### src/rtl/ram_pkg.sv
// Shared types and constants for the scratch-RAM request controller.
package ram_pkg;

  localparam int ADDR_W = 4;
  localparam int DATA_W = 4;
  localparam int DEPTH  = 4;

  typedef enum logic [1:0] {
    IDLE  = 2'd0,
    ISSUE = 2'd1,
    CAPT  = 2'd2,
    RESP  = 2'd3
  } ram_ctrl_state_t;

  typedef struct packed {
    logic              write;
    logic [ADDR_W-1:0] addr;
    logic [DATA_W-1:0] wdata;
  } req_t;

  function automatic logic addr_in_range(input logic [ADDR_W-1:0] addr);
    return (addr < ADDR_W'(DEPTH));
  endfunction

endpackage

### src/rtl/sat_counter.sv
// Saturating up-counter: counts inc pulses and sticks at all-ones.
module sat_counter #(
  parameter int CNT_W = 8
) (
  input  logic             clk,
  input  logic             rst,
  input  logic             inc,
  output logic [CNT_W-1:0] count
);

  logic [CNT_W-1:0] count_q;
  logic [CNT_W-1:0] count_d;

  // next count: step only while below the ceiling
  always_comb begin
    count_d = count_q;
    if (inc && (count_q != {CNT_W{1'b1}})) begin
      count_d = count_q + CNT_W'(1);
    end else begin
      count_d = count_q;
    end
  end

  // count register
  always_ff @(posedge clk) begin
    if (rst) begin
      count_q <= {CNT_W{1'b0}};
    end else begin
      count_q <= count_d;
    end
  end

  assign count = count_q;

endmodule

### src/rtl/ram_req_ctrl.sv
// Single-outstanding request sequencer driving the 4-entry scratch RAM pins,
// returning one response per request and tracking saturating activity counts.
module ram_req_ctrl
  import ram_pkg::*;
#(
  parameter int CNT_W = 8
) (
  input  logic              clk,
  input  logic              rst,
  input  logic              req_valid,
  output logic              req_ready,
  input  logic              req_write,
  input  logic [ADDR_W-1:0] req_addr,
  input  logic [DATA_W-1:0] req_wdata,
  output logic              rsp_valid,
  input  logic              rsp_ready,
  output logic              rsp_write,
  output logic              rsp_err,
  output logic [DATA_W-1:0] rsp_rdata,
  output logic              ce_mem,
  output logic              we_mem,
  output logic [ADDR_W-1:0] addr_mem,
  output logic [DATA_W-1:0] datai_mem,
  input  logic [DATA_W-1:0] datao_mem,
  output logic [CNT_W-1:0]  wr_cnt,
  output logic [CNT_W-1:0]  rd_cnt,
  output logic [CNT_W-1:0]  err_cnt
);

  ram_ctrl_state_t state_q, state_d;
  req_t            req_q, req_d;
  req_t            in_req_s;

  logic              ce_mem_q, ce_mem_d;
  logic              we_mem_q, we_mem_d;
  logic              rsp_valid_q, rsp_valid_d;
  logic              rsp_write_q, rsp_write_d;
  logic              rsp_err_q, rsp_err_d;
  logic [DATA_W-1:0] rsp_rdata_q, rsp_rdata_d;

  logic accept_s;
  logic in_range_s;
  logic rsp_hs_s;
  logic inc_wr_s;
  logic inc_rd_s;
  logic inc_err_s;

  assign in_req_s   = {req_write, req_addr, req_wdata};
  assign accept_s   = req_valid && (state_q == IDLE);
  assign in_range_s = addr_in_range(req_addr);
  assign rsp_hs_s   = rsp_valid_q && rsp_ready;

  // next-state logic
  always_comb begin
    state_d = state_q;
    case (state_q)
      IDLE: begin
        if (accept_s) begin
          state_d = in_range_s ? ISSUE : RESP;
        end else begin
          state_d = IDLE;
        end
      end
      ISSUE:   state_d = req_q.write ? RESP : CAPT;
      CAPT:    state_d = RESP;
      RESP: begin
        if (rsp_ready) begin
          state_d = IDLE;
        end else begin
          state_d = RESP;
        end
      end
      default: state_d = IDLE;
    endcase
  end

  // The latched request feeds the RAM address/data pins directly, so it only
  // updates when a strobe will follow; rejected requests leave the pins alone.
  always_comb begin
    if (accept_s && in_range_s) begin
      req_d = in_req_s;
    end else begin
      req_d = req_q;
    end
  end

  // registered-output next values
  always_comb begin
    ce_mem_d    = 1'b0;
    we_mem_d    = 1'b0;
    rsp_valid_d = (state_d == RESP);
    rsp_write_d = rsp_write_q;
    rsp_err_d   = rsp_err_q;
    rsp_rdata_d = rsp_rdata_q;
    case (state_q)
      IDLE: begin
        if (accept_s && in_range_s) begin
          ce_mem_d    = 1'b1;
          we_mem_d    = req_write;
          rsp_write_d = req_write;
          rsp_err_d   = 1'b0;
          rsp_rdata_d = {DATA_W{1'b0}};
        end else if (accept_s) begin
          rsp_write_d = req_write;
          rsp_err_d   = 1'b1;
          rsp_rdata_d = {DATA_W{1'b0}};
        end else begin
          ce_mem_d = 1'b0;
          we_mem_d = 1'b0;
        end
      end
      ISSUE:   ce_mem_d    = 1'b0;
      CAPT:    rsp_rdata_d = datao_mem;
      RESP:    ce_mem_d    = 1'b0;
      default: ce_mem_d    = 1'b0;
    endcase
  end

  // state register
  always_ff @(posedge clk) begin
    if (rst) begin
      state_q <= IDLE;
    end else begin
      state_q <= state_d;
    end
  end

  // output and request registers
  always_ff @(posedge clk) begin
    if (rst) begin
      req_q       <= '{write: 1'b0, addr: {ADDR_W{1'b0}}, wdata: {DATA_W{1'b0}}};
      ce_mem_q    <= 1'b0;
      we_mem_q    <= 1'b0;
      rsp_valid_q <= 1'b0;
      rsp_write_q <= 1'b0;
      rsp_err_q   <= 1'b0;
      rsp_rdata_q <= {DATA_W{1'b0}};
    end else begin
      req_q       <= req_d;
      ce_mem_q    <= ce_mem_d;
      we_mem_q    <= we_mem_d;
      rsp_valid_q <= rsp_valid_d;
      rsp_write_q <= rsp_write_d;
      rsp_err_q   <= rsp_err_d;
      rsp_rdata_q <= rsp_rdata_d;
    end
  end

  assign inc_wr_s  = rsp_hs_s && rsp_write_q && !rsp_err_q;
  assign inc_rd_s  = rsp_hs_s && !rsp_write_q && !rsp_err_q;
  assign inc_err_s = rsp_hs_s && rsp_err_q;

  sat_counter #(.CNT_W(CNT_W)) u_wr_cnt (
    .clk   (clk),
    .rst   (rst),
    .inc   (inc_wr_s),
    .count (wr_cnt)
  );

  sat_counter #(.CNT_W(CNT_W)) u_rd_cnt (
    .clk   (clk),
    .rst   (rst),
    .inc   (inc_rd_s),
    .count (rd_cnt)
  );

  sat_counter #(.CNT_W(CNT_W)) u_err_cnt (
    .clk   (clk),
    .rst   (rst),
    .inc   (inc_err_s),
    .count (err_cnt)
  );

  assign req_ready = (state_q == IDLE);
  assign ce_mem    = ce_mem_q;
  assign we_mem    = we_mem_q;
  assign addr_mem  = req_q.addr;
  assign datai_mem = req_q.wdata;
  assign rsp_valid = rsp_valid_q;
  assign rsp_write = rsp_write_q;
  assign rsp_err   = rsp_err_q;
  assign rsp_rdata = rsp_rdata_q;

endmodule

### config.mk
export PLATFORM = sky130hd
export DESIGN_NAME = ram_req_ctrl
export DESIGN_NICKNAME = d
export VERILOG_FILES = /design/src/rtl/ram_pkg.sv /design/src/rtl/sat_counter.sv /design/src/rtl/ram_req_ctrl.sv
export SDC_FILE = /design/constraint.sdc
export NUM_CORES = 1
export LEC_CHECK = 0
export ABC_AREA = 1
export ABC_CLOCK_PERIOD_IN_PS = 1800
export BUFFER_PORTS_ARGS = -buffer_cell sky130_fd_sc_hd__buf_2
export CORE_UTILIZATION = 30
export CTS_BUF_LIST = sky130_fd_sc_hd__clkbuf_8
export DETAILED_ROUTE_END_ITERATION = 8
export GPL_ROUTABILITY_DRIVEN = 0
export PLACE_DENSITY = 0.6
export RECOVER_POWER = 100
export SETUP_SLACK_MARGIN = 0.15
export SYNTH_ARGS = -nofsm -noshare
export SYNTH_HDL_FRONTEND = slang
export SYNTH_HIERARCHICAL = 1
export SYNTH_SLANG_ARGS = --single-unit
### constraint.sdc
create_clock -name clk -period 1.8 [get_ports clk]
set_clock_uncertainty 0.2 [all_clocks]
set_input_delay 0.09 -clock clk [delete_from_list [all_inputs] [get_ports clk]]
set_output_delay 0.09 -clock clk [all_outputs]
set_load 0.03 [all_outputs]
==> key figures <==
Outcome
  • Status: finished with violations
  • Failing checks: hold timing

Synth
  • EDFF count, synth: 0
  • Synth area leader: dfxtp_1
  • Avg Cell Area, Syn: 6.79 µm²
  • Post-synthesis cell type count: 24
  • Most common cell in the netlist: nand2_1
  • Post-synth top area share: 38.7%
  • Top cells by area, synth: dfxtp_1 39%, nand2_1 13%, nor2_1 9.2%
  • Ys flop type: dfxtp_1
  • Flops & latches, synth: 44
  • Mapped Nets: 355
  • Sequential-to-total area share from yosys stat: 38.7%
  • Synthesized instance count: 335
  • Mapped cell area: 2270 µm²
  • FFs w/ async S/R, synth: 0%
  • Yosys Warn Count: 6
  • Top post-synthesis cells by count: 80 x nand2_1, 56 x nor2_1, 44 x dfxtp_1

Clocking
  • Clk buf depth: 2
  • CTS clk-pin slew, worst paths: 0.09 ns
  • Worst-Skew Late Latency: 0.29 ns
  • Root Buffer: clkbuf_8
  • Clock sinks: 44
  • CTS tree: yes
  • TritonCTS buffer count: 5
  • CTS H-tree lvls: 2

Global routing
  • All-Layer GR Usage: 13.5%
  • Largest net degree at the start of global routing: 18
  • Number of global-route vias before repair: 1871
  • Total grt overflow: 0
  • Initial antenna violation count: 0
  • Global-route wire length before repair: 8.35 mm

Setup path
  • CP Data Arrival Time: 1.58 ns
  • Worst-path maximum fanout: 9
  • Worst R2R Start: state_q[1]
  • Critical Path Sink Type: flip-flop
  • Reg2reg end: addr_mem[3]
  • R2R depth: 6
  • WP data required: 1.80 ns
  • Setup crit end: addr_mem[3]
  • Worst Setup Path Type: flip-flop to flip-flop
  • Worst setup startpoint: state_q[1]
  • Startpoint Class: flip-flop
  • Worst R2R Setup Slack: 0.22 ns

Timing
  • Fmax: 0.631 GHz
  • Slew HR: 73.5%
  • WHS: -0.0195 ns
  • Final setup viols: 0
  • Slew @ Worst Pin: 0.397 ns
  • Final worst path period share: 88.1%
  • Tmin final: 1.58 ns
  • Final TNS setup: 0 ns
  • Fin. max-slew vios: 0
  • Unrepaired setup endpoints after global routing: yes
  • Final Hold Viols: 3

Floorplan
  • Initial core utilization: 31.2%
  • Core area: 7290 µm²
  • DIE WIDTH: 89.1 µm
  • Row Count: 31
  • Die H: 89.1 µm
  • Die ar.: 7930 µm²
  • I/O Pins: 59

Route
  • Routed vias: 2204
  • First drt pass iteration count: 4
  • DRC violations left: 0
  • Detailed Route WL: 5.39 mm
  • Detailed Route Iter0 Violations: 45
  • Post-DRT Antenna Nets: 0
  • Vias/cell: 4.36
  • Per-cell routed wire length: 10.6 µm

Worst hold path
  • Hold Crit Class: input port to flip-flop

Cells and area
  • NumNets Final: 426
  • Share of layout cells above drive strength 1: 15.2%
  • Area growth from synthesis to layout: 23.2%
  • Ant. Diodes: 0
  • Filler cells: 841

Pwr
  • LEAKAGE: 1.23 nW
  • Pwr Density: 770 nW/µm²
  • Power Total: 2.16 mW
  • Worst IR Drop VDD: 0.353 mV

Job
  • Maxcap violations: 0

Place
  • Port buffer count: 58
  • DP Wirelength: 3.84 mm
per-layer routing:
layer	routed length, µm	track usage (%)
met5	0	0
met4	29	4.18
met3	197	3.14
met2	2490	22.4
met1	2670	17.4
critical path: stages, from the launching register on:
cell and delay [ns]:
dfxtp_1 0.36, nor2_1 0.23, nand2_4 0.09, nor2_2 0.33
inv_4 0.11, nand2_1 0.12, nor2_1 0.05
registers in the layout (all words and copies together), names as in the netlist:
name and cells:
we_mem 1, req_q 1, rsp_err 1, addr_mem 4, datai_mem 4, rsp_rdata 4
state_q 2, ce_mem 1, rsp_valid 1, u_err_cnt/count 8, rsp_write 1, u_wr_cnt/count 8
u_rd_cnt/count 8
layout make-up:
class | instances | area, µm² | area share (%)
multi-input cells | 230 | 1070 | 38.2
flip-flops and latches | 44 | 885 | 31.6
repair buffers | 79 | 428 | 15.3
inverters | 46 | 175 | 6.25
well taps | 99 | 124 | 4.42
clock buffers | 6 | 82.6 | 2.95
clock inverters | 2 | 38.8 | 1.38
kinds of logic (layout without fill, tap and decap cells):
logic type / after synthesis / count (layout) / share of synthesized area [%]
adder cells (fa/ha/maj): 3 / 3 / 1.65
AO/OA/AOI/OAI: 29 / 29 / 6.49
flip-flops: 44 / 44 / 38.7
AND/OR/NAND/NOR: 198 / 198 / 40.1
buffers and inverters: 61 / 133 / 13.0
cells in the final DEF, fill, tap and decap left out, drive strengths merged:
master         netlist  layout
nand2               85      85
nor2                64      64
clkbuf               0      48
nand3               44      44
dfxtp               44      44
inv                 46      44
buf                 15      24
a21oi               23      23
dlygate4sd3          0      12
o21ai                5       5
nand3b               3       3
ha                   3       3
clkinv               0       3
nor3                 1       1
nor3b                1       1
a21o                 1       1
bufinv               0       1
clkdlybuf4s15        0       1
power by group:
part,internal (mW),leakage [nW],total (mW),switching (mW)
combinational,0.108,0.811,0.309,0.202
sequential,1.01,0.357,1.05,0.0364
clock,0.454,0.0614,0.801,0.347
total,1.57,1.23,2.16,0.585
how the worst min path moves through the flow:
stage	from	to	slack [ns]	cells past startpoint
6_report	req_addr[2]	state_q[1]	-0.02	5
5_1_grt	req_valid	state_q[0]	0.02	5
4_1_cts	req_valid	rsp_write	0.006	4
3_5_place_dp	req_wdata[3]	datai_mem[3]	0.12	3
3_3_place_gp	req_addr[0]	addr_mem[0]	0.11	3
2_1_floorplan	rst	rsp_rdata[0]	-0.04	1
stage by stage:
stage / util, % / instances / instance area [µm²] / hold slack [ns] / worst slack [ns]
final: 38.4 / 506 / 2800 / -0.0195 / 0.215
after global routing: 38.4 / 506 / 2800 / 0.0177 / 0.0643
after CTS: 39.0 / 501 / 2840 / 0.00649 / 0.221
after detailed placement: 35.7 / 481 / 2600 / 0.118 / 0.239
after global placement: 35.7 / 481 / 2600 / 0.113 / 0.268
after floorplan: - / 335 / 2280 / -0.0409 / 0.155
timing repair:
action,in CTS,in global routing
gates resized for setup,0,5
endpoints found under the setup margin,0,3
setup buffers,0,4
hold buffers,12,0
hold endpoints to repair,15,0
No activity file was read; power rests on OpenSTA's default activity.
